### config.mk
export PLATFORM = sky130hd
export DESIGN_NAME = posit_encoder
export DESIGN_NICKNAME = d
export VERILOG_FILES = /design/src/rtl/posit_encoder.sv
export SDC_FILE = /design/constraint.sdc
export NUM_CORES = 1
export LEC_CHECK = 0
export CELL_PAD_IN_SITES_DETAIL_PLACEMENT = 1
export CELL_PAD_IN_SITES_GLOBAL_PLACEMENT = 1
export CORE_MARGIN = 2
export CORE_UTILIZATION = 46
export DETAILED_ROUTE_END_ITERATION = 16
export PLACE_DENSITY = 0.95
export SLEW_MARGIN = 20
export SYNTH_ARGS = -nofsm -noshare
export SYNTH_HDL_FRONTEND = slang
export SYNTH_SLANG_ARGS = --single-unit
export TNS_END_PERCENT = 50
### constraint.sdc
create_clock -name clk_i -period 7.45 [get_ports clk_i]
set_input_delay 1.49 -clock clk_i [delete_from_list [all_inputs] [get_ports clk_i]]
set_output_delay 1.49 -clock clk_i [all_outputs]
set_load 0.005 [all_outputs]
### src/rtl/posit_encoder.sv
// posit_encoder: two-stage posit packer and rounder.
// Composes regime/exponent/fraction, then rounds RNE and applies sign.
package posit_pkg;

  typedef enum logic [1:0] {
    POSIT16_ES1 = 2'd0,
    POSIT8_ES2  = 2'd1,
    POSIT32_ES2 = 2'd2,
    POSIT64_ES2 = 2'd3
  } posit_format_e;

  function automatic int posit_width(posit_format_e f);
    case (f)
      POSIT16_ES1: return 16;
      POSIT8_ES2:  return 8;
      POSIT32_ES2: return 32;
      default:     return 64;
    endcase
  endfunction

  function automatic int exp_bits(posit_format_e f);
    case (f)
      POSIT16_ES1: return 1;
      default:     return 2;
    endcase
  endfunction

endpackage

module posit_encoder
  import posit_pkg::*;
#(
  parameter posit_format_e pFormat = posit_format_e'(0),
  parameter int unsigned TagWidth = 1,
  localparam int N  = posit_width(pFormat),
  localparam int ES = exp_bits(pFormat),
  localparam int KW = $clog2(N) + 1
) (
  input  logic                clk_i,
  input  logic                rst_ni,
  input  logic                flush_i,
  input  logic                in_valid_i,
  output logic                in_ready_o,
  input  logic                sign_i,
  input  logic signed [KW-1:0] k_i,
  input  logic [ES-1:0]       exponent_i,
  input  logic [2*N-1:0]      mantissa_i,
  input  logic                sticky_i,
  input  logic                zero_i,
  input  logic                nar_i,
  input  logic [TagWidth-1:0] tag_i,
  output logic                out_valid_o,
  input  logic                out_ready_i,
  output logic [N-1:0]        result_o,
  output logic                inexact_o,
  output logic [TagWidth-1:0] tag_o,
  output logic                busy_o
);

  localparam int FW = 2*N - 1;
  localparam int SW = 2*N + ES;
  localparam int W  = 3*N + ES;
  localparam int NK = N - 1;
  localparam logic signed [KW-1:0] KMAX = KW'(N - 2);
  localparam logic signed [KW-1:0] KMIN = -KW'(N - 2);

  // Stage 1 registers
  logic                v1_q;
  logic [SW-1:0]       str_q;
  logic                sign_q;
  logic                stk_q;
  logic                zero_q;
  logic                nar_q;
  logic                sathi_q;
  logic                satlo_q;
  logic [TagWidth-1:0] tag1_q;

  // Stage 2 registers
  logic                v2_q;
  logic [N-1:0]        res_q;
  logic                inx_q;
  logic [TagWidth-1:0] tag2_q;

  logic adv2;
  logic acc;
  logic unused_hidden;

  assign unused_hidden = mantissa_i[2*N-1];

  assign adv2       = !v2_q || out_ready_i;
  assign in_ready_o = !flush_i && (!v1_q || adv2);
  assign acc        = in_valid_i && in_ready_o;

  assign out_valid_o = v2_q;
  assign result_o    = res_q;
  assign inexact_o   = inx_q;
  assign tag_o       = tag2_q;
  assign busy_o      = v1_q || v2_q;

  logic signed [KW-1:0] kc;
  logic [KW-1:0]        run;
  logic                 lead;
  logic                 sathi_d;
  logic                 satlo_d;
  logic [W-1:0]         tail;
  logic [W-1:0]         full;
  logic [SW-1:0]        str_d;
  logic                 stk_d;

  // Clamp k and shift the regime run in ahead of exponent and fraction
  always_comb begin
    kc      = k_i;
    sathi_d = 1'b0;
    satlo_d = 1'b0;
    if (k_i > KMAX) begin
      kc      = KMAX;
      sathi_d = 1'b1;
    end else if (k_i < KMIN) begin
      kc      = KMIN;
      satlo_d = 1'b1;
    end
    lead  = !kc[KW-1];
    run   = lead ? (kc + KW'(1)) : (KW'(0) - kc);
    tail  = {!lead, exponent_i, mantissa_i[FW-1:0], {N{1'b0}}};
    full  = lead ? ~((~tail) >> run) : (tail >> run);
    str_d = full[W-1 -: SW];
    stk_d = sticky_i || (|full[N-1:0]);
  end

  logic [NK-1:0] keep;
  logic [NK-1:0] rnd;
  logic          g;
  logic          s;
  logic          inc;
  logic          minfix;
  logic [N-1:0]  mag;
  logic [N-1:0]  res_d;
  logic          inx_d;

  // Round to nearest even, saturate, then apply sign and specials
  always_comb begin
    keep   = str_q[SW-1 -: NK];
    g      = str_q[SW-N];
    s      = (|str_q[SW-N-1:0]) || stk_q;
    inc    = g && (s || keep[0]);
    rnd    = (inc && !(&keep)) ? keep + NK'(1) : keep;
    minfix = 1'b0;
    if (sathi_q) begin
      rnd = '1;
    end else if (satlo_q) begin
      rnd = NK'(1);
    end else if (rnd == '0) begin
      rnd    = NK'(1);
      minfix = 1'b1;
    end
    mag   = {1'b0, rnd};
    res_d = sign_q ? (~mag + N'(1)) : mag;
    inx_d = g || s || sathi_q || satlo_q || minfix;
    if (nar_q) begin
      res_d = {1'b1, {(N-1){1'b0}}};
      inx_d = 1'b0;
    end else if (zero_q) begin
      res_d = '0;
      inx_d = 1'b0;
    end
  end

  // Stage valids: flush kills both, otherwise advance on handshake
  always_ff @(posedge clk_i or negedge rst_ni) begin
    if (!rst_ni) begin
      v1_q <= 1'b0;
      v2_q <= 1'b0;
    end else if (flush_i) begin
      v1_q <= 1'b0;
      v2_q <= 1'b0;
    end else begin
      if (!v1_q || adv2) v1_q <= acc;
      if (adv2)          v2_q <= v1_q;
    end
  end

  // Stage 1 data loads only on an accepted input
  always_ff @(posedge clk_i or negedge rst_ni) begin
    if (!rst_ni) begin
      str_q   <= '0;
      sign_q  <= 1'b0;
      stk_q   <= 1'b0;
      zero_q  <= 1'b0;
      nar_q   <= 1'b0;
      sathi_q <= 1'b0;
      satlo_q <= 1'b0;
      tag1_q  <= '0;
    end else if (acc) begin
      str_q   <= str_d;
      sign_q  <= sign_i;
      stk_q   <= stk_d;
      zero_q  <= zero_i;
      nar_q   <= nar_i;
      sathi_q <= sathi_d;
      satlo_q <= satlo_d;
      tag1_q  <= tag_i;
    end
  end

  // Stage 2 data loads when a valid stage-1 entry moves forward
  always_ff @(posedge clk_i or negedge rst_ni) begin
    if (!rst_ni) begin
      res_q  <= '0;
      inx_q  <= 1'b0;
      tag2_q <= '0;
    end else if (adv2 && v1_q && !flush_i) begin
      res_q  <= res_d;
      inx_q  <= inx_d;
      tag2_q <= tag1_q;
    end
  end

endmodule

---- After elaboration in Yosys (flattened, before gate mapping) ----
Cells that the tools add are included.
storage, ports and cells
  register bits after elaboration ......... 60
  latch bits .............................. 0
  bits in writable memories ............... 0
  bits in read-only memories .............. 0
  input bits .............................. 48
  output and inout port bits .............. 21
  word-level logic and storage cells ...... 73
  memories ................................ 0
cells by class
  add/sub/neg operators ................... 4
  $mul .................................... 0
  div/mod/pow operators ................... 0
  order comparisons ....................... 2
  eq/ne operators ......................... 0
  shift-type cells ........................ 2
  mux-type cells .......................... 23
  bitwise operators ....................... 3
  reductions and logical operators ........ 26
operators with widths
  kind                                             count
  NOT 49 bit                                       2
  >> shifter 49 x 5 -> 49 bit                      2
  two-way mux 15 bit                               4
  two-way mux 49 bit                               1
  two-way mux 16 bit                               3
  OR reduction 17 bit                              1
  adder 16 x 1 -> 16 bit, second input constant    1
  NOT 15 -> 16 bit                                 1
  OR reduction 16 bit                              1
  adder 15 x 1 -> 15 bit, second input constant    1
  logical NOT 15 bit                               1
  two-way mux 5 bit                                3
  AND reduction 15 bit                             1
  two-way mux 1 bit                                12
  logical OR 1 bit                                 10
  logical AND 1 bit                                6
  adder 5 x 2 -> 5 bit, second input constant      1
  > comparator 5 bit, second input constant        1
  < comparator 5 bit, second input constant        1
  subtractor 1 x 5 -> 5 bit, first input constant  1
  logical NOT 1 bit                                4
  nonzero test 2 bit                               2

---- Longest topological paths before layout ----
Gate-level depths: netlist of the first run.
  word-level depth ........................ 15
  depth in mapped cells ................... 19
  depth with buffers taken out ............ 14

---- Worst setup path after synthesis of the first run ----
OpenSTA, ideal clock, no wires.
  path type ............................... in2reg
  from .................................... input k_i[3]
  to ...................................... register stk_q
  setup time .............................. 0.135 ns
  data arrival time ....................... 5.183 ns
  data required time ...................... 7.315 ns
  path slack .............................. 2.132 ns
  stages on the path ...................... 19
  buffers on the path ..................... 7
  path through ............................ clkbuf_1 > o31ai_1 > ha_1 > clkbuf_1 > nand2b_1 > clkbuf_1 > clkbuf_1 > ha_1 > clkbuf_1 > buf_1 > inv_2 > buf_1 > nor3_1 > a21oi_1 > o21ai_0 > a32oi_1 > a2111oi_0 > and4_1 > a31oi_1
between the ends
  word-level cells in the longest chain between the ends .. 10
  elaborated cells on any way between the ends .. 14
  classes of those cells .................. add/sub: 2; order compare: 2; shift: 2; mux: 4; bitwise: 2; reduce/logical: 2
RTL lines
  element                                                                   line  source
  start, declared                                                           45    input logic signed [KW-1:0] k_i,
  < comparator 5 bit                                                        118   end else if (k_i < KMIN) begin
  two-way mux 5 bit                                                         118
  two-way mux 5 bit *                                                       115   if (k_i > KMAX) begin
  adder 5 x 2 -> 5 bit / subtractor 1 x 5 -> 5 bit (equally long branches)  123   run = lead ? (kc + KW'(1)) : (KW'(0) - kc);
  two-way mux 5 bit                                                         123
  >> shifter 49 x 5 -> 49 bit                                               125   full = lead ? ~((~tail) >> run) : (tail >> run);
  NOT 49 bit                                                                125
  two-way mux 49 bit *                                                      125
  OR reduction 16 bit *                                                     127   stk_d = sticky_i || (|full[N-1:0]);
  logical OR 1 bit *                                                        127
  end signal, assigned                                                      196   stk_q <= stk_d;
  end, declared                                                             71    logic stk_q;
Mark *: on every way between the ends. The rest lies on a longest branch, timed or not.
A chain may end at the register's enable or synchronous reset.

---- Final worst setup path of the first run ----
  from .................................... input k_i[3]
  to ...................................... register str_q[4]
between the ends
  word-level cells in the longest chain between the ends .. 8
  elaborated cells on any way between the ends .. 12
  classes of those cells .................. add/sub: 2; order compare: 2; shift: 2; mux: 4; bitwise: 2
RTL lines
  element                                                                   line  source
  < comparator 5 bit                                                        118
  two-way mux 5 bit                                                         118
  two-way mux 5 bit *                                                       115
  adder 5 x 2 -> 5 bit / subtractor 1 x 5 -> 5 bit (equally long branches)  123
  two-way mux 5 bit                                                         123
  >> shifter 49 x 5 -> 49 bit                                               125
  NOT 49 bit                                                                125
  two-way mux 49 bit *                                                      125
  end signal, assigned                                                      194   str_q <= str_d;
  end, declared                                                             69    logic [SW-1:0] str_q;
Marked as above.

==> results of run 1 <==
## stage by stage
step                      instances  power [W]  setup slack, ps
after global routing           1014   0.001853            974.7
final                          1014   0.001753             1276
after CTS                      1014   0.001740             1401
after detailed placement        998   0.001310             1058
after global placement          998   0.001266             1297
after floorplan                 810   0.001029             2132
## layout make-up
class | count | share of cell area [%]
well taps | 176 | 3.051
flip-flops and latches | 60 | 20.80
repair buffers | 79 | 10.47
inverters | 16 | 0.8322
clock buffers | 9 | 3.121
clock inverters | 7 | 1.058
multi-input cells | 667 | 60.66
## worst register-to-register path, stage by stage (launching register included)
cell       delay [ps]
dfrtp_1           590
ha_1              360
and4_1            460
a41oi_2           260
o211ai_1          230
mux2i_1           620
o2111ai_2         360
o41ai_4           690
nor2_1            120
nor2_1            140
ha_1              360
nand2_1           120
a21o_1            250
or4_1             540
nand3_1           110
## cell usage after synthesis (8+ instances only)
library cell / instances
dfrtp_1: 60
a22oi_1: 8
inv_1: 14
a21o_1: 11
a21oi_1: 61
o21a_1: 11
xnor2_1: 9
o31ai_1: 11
nand2_1: 77
nor2_1: 72
nor3_1: 16
mux2i_1: 31
clkbuf_1: 47
or3_1: 8
and2_1: 12
o21ai_0: 63
nand3_1: 40
mux2_2: 12
o211ai_1: 17
nand2b_1: 9
buf_1: 9
nor2b_1: 12
and3_1: 8
a31oi_1: 21
nor4_1: 10
buf_2: 9
a211oi_1: 14
nand4_1: 8
## sequential cells by signal, summed over array words and instances (netlist names)
| signal | flops |
|---|---|
| inexact_o | 1 |
| nar_q | 1 |
| out_valid_o | 1 |
| result_o | 16 |
| sathi_q | 1 |
| satlo_q | 1 |
| sign_q | 1 |
| stk_q | 1 |
| str_q | 33 |
| tag1_q | 1 |
| tag_o | 1 |
| v1_q | 1 |
| zero_q | 1 |
## power groups by stage
| stage | Sequential, W | Combinational, W | Clock, W |
|---|---|---|---|
| 2_1_floorplan | 0.000447 | 0.000582 | 0 |
| 3_3_place_gp | 0.000485 | 0.000780 | 0 |
| 3_5_place_dp | 0.000494 | 0.000816 | 0 |
| 4_1_cts | 0.000490 | 0.000823 | 0.000427 |
| 5_1_grt | 0.000506 | 0.000908 | 0.000439 |
| 6_report | 0.000494 | 0.000839 | 0.000420 |
## routing by layer
layer	part of all wire (%)	wire length, um	GRT usage (%)	vias to the layer above
li1	-	-	-	3130
met1	42	9459	39.98	3482
met2	49	11220	54.50	276
met3	6.0	1355	6.274	59
met4	2.9	654	11.76	0
met5	0	0	0	-
## how the worst max path moves through the flow
stage	start	endpoint	slack (ps)
after floorplan	k_i[3]	stk_q	2130
after global placement	k_i[3]	str_q[4]	1300
after detailed placement	k_i[3]	str_q[4]	1060
after CTS	k_i[3]	str_q[4]	1400
after global routing	k_i[3]	stk_q	970
final	k_i[3]	str_q[4]	1280
## kinds of logic after synthesis
family	after synthesis	share of synthesized area [%]
flip-flops	60	24.34
adder cells (fa/ha/maj)	7	1.420
AO/OA/AOI/OAI	294	32.98
XOR/XNOR	15	2.129
AND/OR/NAND/NOR	302	24.42
buffers and inverters	83	5.313
multiplexers	49	9.410
==> results.md, run 1 <==
- Status: finished, final reports clean
- Number of gates resized after CTS: 0
- Final wirelength: 22.68 mm
- Total CTS buffers: 9
- Slew Viols, Final: 0
- Post-DP HPWL: 17.02 mm
- Via count: 6947
- Global-route wire length before repair: 36.78 mm
- Area Overhead vs Synth: 16.97%
- Final worst path period share: 82.87%
- Critical-path cell list: clkdlybuf4s50_1 > o31ai_1 > ha_1 > nand3b_1 > inv_1 > ha_1 > nor2b_1 > a2111oi_0 > a211o_1 > buf_4 > nand2_1 > o21ai_0 > o211ai_1 > a311oi_1 > a21o_1
- Most common cell after layout, fill and taps aside: nand2_1
- Crit path max fanout: 20
- Largest net degree at the start of global routing: 61
- Worst-Skew Late Latency: 340 ps
- Chip height: 119.8 um
- Relative slew margins: 28.46%
- Total negative slack: 0 ps
- # clock sinks: 60
- Worst path bufs/invs: 3
- H-Tree Depth: 3
- Levels on crit path: 15
- Unrepaired setup endpoints after global routing: false
- Gr usage total: 31.93%
- Worst-case reg-to-reg path depth: 14
- FILL cells: 1645
- Syn Inst Count: 810
- Power Dens Cells: 242.9 nW/um2
- Hold depth: 2
- CTS max path bufs: 2
- Max_cap viols: 0
- Initial drt markers: 638
- Synth Area per Inst: 7.617 um2
- Startpoint types: input pin
- P_sw: 0.0007483 W
- DRT antenna net count: 0
- PortBufs: 67
- Count of cell types in the netlist: 83
- Final setup vio count: 0
- DRC violations left: 0
- Hold_sp: tag1_q
- Avg Vias per Cell: 6.851
- FF-to-FF End: result_o[12]
- Req. time, crit path: 7730 ps
- Ys flop type: dfrtp_1
- Share of cells above drive strength 1: 8.353%
- Reg-to-reg setup timing slack: 2150 ps
- Combinational power share: 47.9%
- Clock Skew: 4.242 ps
- Seq cells post-synth: 60
- Initial Utilization: 46.77%
- Total grt overflow: 0
- Crit path max-delay family: compound AO/OA/AOI/OAI gates
- Most frequent cells in the layout: 77 x nand2_1, 72 x nor2_1, 66 x clkdlybuf4s50_1
- CTS tree: yes
- Cts hold-fix bufs: 0
- Synth area leader: dfrtp_1
- Initial antenna violation count: 0
- Die footprint: 14350 um2
- # rows: 42
- Critical path type: input pin to flop
- CTS clk-pin slew, worst paths: 50 ps
- Worst Path Arrival: 6450 ps
- Vias in the first global route: 7087
- Cell area after placement: 6900 um2
- Number of enable flip-flop cells after synthesis: 0
- Largest cells by area after synthesis: dfrtp_1 24%, o21ai_0 5.1%, mux2i_1 5.0%
- CP Capture Type: flop
- Clock Power Share: 24.0%
- Syn Nets: 865
- Total leakage power: 2.753 nW
- Post-layout minimum cycle time: 6174 ps
- Final design utilization: 54.71%
- Slew @ Worst Pin: 1046 ps
- Top cell by count, worst path: ha_1
- Synth top area share: 24.34%
- Hold Fails Final Rpt: 0
- GP Congestion: 0.9878
- FF/Latch Area: 1501 um2
- Fmax: 162.0 MHz
- Internal power: 0.001005 W
- CP peak stage delay: 810 ps
- HP Class: flop to flop
- Hold Path Sink: tag1_q
- Die Width: 119.8 um
- Part of the power in registers: 28.2%
- Pre-antenna DRT Iters: 5
- Ant. Diodes: 0
- Fin area: 7217 um2
- Synth Cell Area: 6170 um2
- Multi-input gate area: 4378 um2
- Worst vdd ir: 0.1109 mV
- Critical-path top delay cell: a2111oi_0
- Synth Warn #: 0
- Layout Nets: 888
- RR Startpoint: str_q[18]
- Core area: 13190 um2
- Post-DR wirelength/cell: 22.37 um
- Sw Share: 42.68%
- Post-synthesis sequential area ratio: 24.34%
- I/O Pins: 69
- CTS root buf: clkbuf_16
- Async set-reset flop share out of synthesis: 100.0%
- Final hold slack: 479.0 ps
- Post-CTS setup buffers: 0
Power figures use the tool's default switching activity.
==> inputs of run 2 (changes only) <==
--- a/config.mk
+++ b/config.mk
@@ -8,9 +8,9 @@
 export CELL_PAD_IN_SITES_DETAIL_PLACEMENT = 1
 export CELL_PAD_IN_SITES_GLOBAL_PLACEMENT = 1
 export CORE_MARGIN = 2
-export CORE_UTILIZATION = 46
+export CORE_UTILIZATION = 43
 export DETAILED_ROUTE_END_ITERATION = 16
-export PLACE_DENSITY = 0.95
+export PLACE_DENSITY = 0.94
 export SLEW_MARGIN = 20
 export SYNTH_ARGS = -nofsm -noshare
 export SYNTH_HDL_FRONTEND = slang
==> constraint.sdc (replaced) <==
create_clock -name clk_i -period 6.15 [get_ports clk_i]
set_input_delay 1.23 -clock clk_i [delete_from_list [all_inputs] [get_ports clk_i]]
set_output_delay 1.23 -clock clk_i [all_outputs]
set_load 0.005 [all_outputs]
==> run 2 against run 1 <==
Effect of this change: clock-buffer cell count is 5 higher; total power is 22% higher; highest routed layer unchanged; worst setup slack worse by 550 ps; sequential share of layout area is 0.17 points lower; worst hold slack worse by 2.2 ps; largest cell class unchanged; flip-flop and latch count stayed put; clock skew is 2.8 ps higher; critical endpoint is now stk_q; largest power group unchanged; critical path depth is 3 lower; global-route usage is 1.7 points lower; final area is 0.83% higher.
==> results.md, run 2 (synthesis gave the netlist of run 1 again) <==
- Total leakage power: 2.800 nW
- Area Overhead vs Synth: 17.95%
- Initial antenna violation count: 0
- GP Congestion: 0.9000
- Cells after DPL: 1010
- Vias in the first global route: 6943
- Via count: 6891
- Crit path max fanout: 32
- Worst Path Arrival: 5620 ps
- Largest net degree at the start of global routing: 61
- P_sw: 0.0008831 W
- Combinational power share: 47.9%
- Worst vdd ir: 0.1540 mV
- Hold depth: 2
- Chip height: 123.8 um
- CTS tree: yes
- Worst-case reg-to-reg path depth: 14
- Worst setup margin: 723.0 ps
- Gr usage total: 30.22%
- Fmax: 184.3 MHz
- Relative slew margins: 45.26%
- Avg Vias per Cell: 6.723
- Levels on crit path: 12
- Post-CTS setup buffers: 0
- Unrepaired setup endpoints after global routing: false
- Internal power: 0.001251 W
- Global-route wire length before repair: 36.20 mm
- DRT antenna net count: 0
- Final design utilization: 52.22%
- Die footprint: 15320 um2
- Number of gates resized after CTS: 0
- Worst path bufs/invs: 2
- Cts hold-fix bufs: 0
- Cell area after placement: 6965 um2
- Sw Share: 41.38%
- Fin area: 7277 um2
- Ant. Diodes: 0
- Hold Fails Final Rpt: 0
- HP Class: flop to flop
- Post-DR wirelength/cell: 21.98 um
- Worst-Skew Late Latency: 330 ps
- Final worst path period share: 88.24%
- Number of flip-flops in the largest register: 33
- Slew Viols, Final: 0
- Post-DP HPWL: 16.57 mm
- Final setup vio count: 0
- Share of cells above drive strength 1: 8.994%
- CTS root buf: clkbuf_16
- Post-layout minimum cycle time: 5427 ps
- Slew @ Worst Pin: 819.2 ps
- CP peak stage delay: 800 ps
- Startpoint types: input pin
- FILL cells: 1680
- Layout Nets: 896
- Critical-path top delay cell: ha_2
- Initial drt markers: 693
- Cell Count, Final, Fillers Out: 1025
- Most frequent cells in the layout: 77 x nand2_1, 71 x nor2_1, 66 x clkdlybuf4s50_1
- Req. time, crit path: 6340 ps
- CP Capture Type: flop
- Die Width: 123.8 um
- Total grt overflow: 0
- # rows: 43
- Initial Utilization: 44.28%
- Status: finished, final reports clean
- Total CTS buffers: 9
- Crit path max-delay family: compound AO/OA/AOI/OAI gates
- Part of the power in registers: 28.0%
- Critical path type: input pin to flop
- I/O Pins: 69
- Pre-antenna DRT Iters: 5
- Power Dens Cells: 293.2 nW/um2
- Core area: 13930 um2
- Clock Skew: 7.066 ps
- Final wirelength: 22.53 mm
- Critical-path cell list: clkdlybuf4s50_1 > o31ai_1 > ha_1 > nand3b_1 > ha_2 > buf_4 > mux2i_1 > a21oi_1 > a211o_1 > a2111oi_0 > and4_1 > a31oi_1
- # clock sinks: 60
- FF/Latch Area: 1501 um2
- PortBufs: 67
- Most flop-heavy register: str_q
- Total negative slack: 0 ps
- DRC violations left: 0
- CTS clk-pin slew, worst paths: 50 ps
- Clock Power Share: 24.1%
- Max_cap viols: 0
- Pre-CTS WS: 484.1 ps
- Multi-input gate area: 4370 um2
- CTS max path bufs: 2
- Most common cell after layout, fill and taps aside: nand2_1
- H-Tree Depth: 3
[run 2: cell types whose count changed in the layout (fill, tap and decap cells not counted), moves of 2 or more]
cell,previous run,this run
clkbuf_1,0,2
clkinvlp_4,2,0
clkbuf_8,0,3
buf_4,12,20
clkinv_4,2,0
[run 2: cell type report]
cell class,count,share of cell area (%)
clock buffers,14,3.765
repair buffers,87,11.21
well taps,180,3.095
flip-flops and latches,60,20.63
inverters,16,0.8253
multi-input cells,667,60.06
clock inverters,1,0.4127
[run 2: final timing paths]
kind                            startpoint  slack [ps]           end
worst max-delay path                k_i[3]         720         stk_q
worst min-delay path                tag1_q         480        tag1_q
worst max register to register   str_q[18]         910  result_o[12]
worst min register to register      tag1_q         480        tag1_q
max in group asynchronous           rst_ni        4560       sathi_q
min in group asynchronous           rst_ni        1050     str_q[21]
[run 2: per-layer routing]
layer,track usage [%],vias to the layer above,share of wire (%)
met2,50.58,286,49
met5,0,-,0
met1,38.70,3420,41
met4,11.08,0,3.0
li1,-,3133,-
met3,5.815,52,6.4
[run 2: worst reg2reg max path, stage by stage, from the launching register on]
cell	delay, ps
dfrtp_1	590
ha_1	380
and4_1	470
a41oi_2	250
o211ai_1	220
mux2i_1	610
o2111ai_2	350
o41ai_4	710
nor2_1	110
nor2_1	110
ha_1	360
nand2_1	130
a21o_1	260
or4_1	540
nand3_1	100
[run 2: power by group through the flow]
| stage | Combinational (W) | Clock (W) | Sequential, W |
|---|---|---|---|
| 4_1_cts | 0.00100 | 0.000519 | 0.000593 |
| 3_3_place_gp | 0.000948 | 0 | 0.000589 |
| 6_report | 0.00102 | 0.000514 | 0.000598 |
| 5_1_grt | 0.00111 | 0.000536 | 0.000609 |
| 3_5_place_dp | 0.000990 | 0 | 0.000598 |
| 2_1_floorplan | 0.000705 | 0 | 0.000541 |
[run 2: metrics by stage]
step	hold WS, ps	power (W)
after global routing	510.9	0.002255
after floorplan	441.7	0.001246
after detailed placement	467.4	0.001588
after global placement	454.6	0.001537
after CTS	479.6	0.002115
final	476.8	0.002134
==> inputs of run 3 (changes only) <==
--- a/config.mk
+++ b/config.mk
@@ -11,7 +11,7 @@
 export CORE_UTILIZATION = 43
 export DETAILED_ROUTE_END_ITERATION = 16
 export PLACE_DENSITY = 0.94
-export SLEW_MARGIN = 20
+export SLEW_MARGIN = 10
 export SYNTH_ARGS = -nofsm -noshare
 export SYNTH_HDL_FRONTEND = slang
 export SYNTH_SLANG_ARGS = --single-unit
==> run 3 against run 2 <==
Effect of this change: largest cell class unchanged; clock power about the same; flip-flop and latch count unchanged; worst setup slack worse by 14 ps.
==> results.md, run 3 (synthesis gave the netlist of run 1 again) <==
- Cts hold-fix bufs: 0
- Final worst path period share: 88.47%
- Relative slew margins: 15.81%
- Final wirelength: 22.58 mm
- Gr usage total: 30.22%
- Most frequent cells in the layout: 77 x nand2_1, 72 x nor2_1, 66 x clkdlybuf4s50_1
- CTS clk-pin slew, worst paths: 50 ps
- Worst-Skew Late Latency: 330 ps
- RR Startpoint: str_q[18]
- Largest net degree at the start of global routing: 61
- Vias in the first global route: 6943
- FILL cells: 1681
- Most flop-heavy register: str_q
- Worst Path Arrival: 5630 ps
- CP Capture Type: flop
- CTS root buf: clkbuf_16
- Critical-path top delay cell: ha_2
- Global-route wire length before repair: 36.20 mm
- Req. time, crit path: 6340 ps
- Total grt overflow: 0
- CP peak stage delay: 790 ps
- CTS max path bufs: 2
- Slew Viols, Final: 0
- Die footprint: 15320 um2
- Cell Count, Final, Fillers Out: 1025
- Worst-case reg-to-reg path depth: 14
- GP Congestion: 0.9000
- Area Overhead vs Synth: 17.83%
- Startpoint types: input pin
- Total power: 0.002132 W
- Total CTS buffers: 9
- Core area: 13930 um2
- # clock sinks: 60
- Post-layout minimum cycle time: 5441 ps
- Number of gates resized after CTS: 0
- GR peak layer: met2
- Reg-to-reg setup timing slack: 920 ps
- Initial antenna violation count: 0
- Cells after DPL: 1010
- Total leakage power: 2.797 nW
- Worst setup margin: 708.9 ps
- Chip height: 123.8 um
- Critical path endpoint: stk_q
- Max_cap viols: 0
- PortBufs: 67
- Post-CTS setup buffers: 0
- Global routing met3 resource utilization: 5.815%
- # rows: 43
- Critical path type: input pin to flop
- I/O Pins: 69
- Share of cells above drive strength 1: 8.757%
- FF-to-FF End: result_o[12]
- Hold Fails Final Rpt: 0
- Pre-antenna DRT Iters: 5
- CTS tree: yes
- DRT antenna net count: 0
- Status: finished, final reports clean
- Hold depth: 2
- Power Dens Cells: 293.3 nW/um2
- Most common cell after layout, fill and taps aside: nand2_1
- Avg Vias per Cell: 6.757
- Pre-CTS WS: 484.1 ps
- Number of flip-flops in the largest register: 33
- HP Class: flop to flop
- Fmax: 183.8 MHz
- Initial drt markers: 676
- Total negative slack: 0 ps
- Unrepaired setup endpoints after global routing: false
- Post-DR wirelength/cell: 22.02 um
- Worst Setup SP: k_i[3]
- H-Tree Depth: 3
- Crit path max fanout: 32
- Critical-path cell list: clkdlybuf4s50_1 > o31ai_1 > ha_1 > nand3b_1 > ha_2 > buf_4 > mux2i_1 > a21oi_1 > a211o_1 > a2111oi_0 > and4_1 > a31oi_1
- Via count: 6926
- M1 GR Usage: 38.70%
- Final setup vio count: 0
- DRC violations left: 0
- Slew @ Worst Pin: 1253 ps
- Layout Nets: 896
- Worst vdd ir: 0.1539 mV
- Die Width: 123.8 um
- Initial Utilization: 44.28%
- Post-DP HPWL: 16.57 mm
- Ant. Diodes: 0
- Routing usage on met2: 50.58%
- Clock Skew: 7.613 ps
==> run 3: cell counts in the layout (fill, tap and decap cells not counted) <==
No cell type changed its count.
==> run 3: stage by stage <==
step / utilization, % / hold WS (ps) / cell area, um2
3_3_place_gp: 49.99 / 454.6 / 6965
2_1_floorplan: - / 441.7 / 6170
3_5_place_dp: 49.99 / 467.4 / 6965
4_1_cts: 52.17 / 479.6 / 7269
5_1_grt: 52.17 / 510.9 / 7269
6_report: 52.17 / 473.7 / 7269
==> run 3: worst min-delay path by stage <==
stage                        start       end  slack (ps)
after floorplan             tag1_q    tag1_q         440
after global placement      tag1_q    tag1_q         450
after detailed placement    tag1_q    tag1_q         470
final                       tag1_q    tag1_q         470
after global routing      str_q[8]  str_q[8]         510
after CTS                   tag1_q    tag1_q         480
==> run 3: power breakdown <==
part	switching (W)	internal (W)	total, W	leakage, nW
clock network	0.000169	0.000344	0.000513	0.149
registers	0.000110	0.000487	0.000597	0.738
logic	0.000603	0.000420	0.00102	1.91
==> run 3: final cells by class <==
cell class,count,area (um2),area share [%]
repair buffers,87,815.8,11.22
flip-flops and latches,60,1501,20.65
multi-input cells,667,4363,60.02
inverters,16,60.06,0.8262
clock buffers,14,274.0,3.769
well taps,180,225.2,3.098
clock inverters,1,30.03,0.4131
==> run 3: metal layers <==
metal | routed length, um | vias to the layer above
met5 | 0 | -
met4 | 723 | 0
met2 | 11080 | 305
met3 | 1476 | 60
met1 | 9299 | 3422
li1 | - | 3139
==> run 3: worst max-delay path, delay by kind of cell <==
family                     cells  cell delay, ps
AOI/OAI and AO/OA              5            1350
muxes                          1             330
buffers and inverters          2            1030
adders and majority gates      2            1160
and+or+nand+nor                2             530
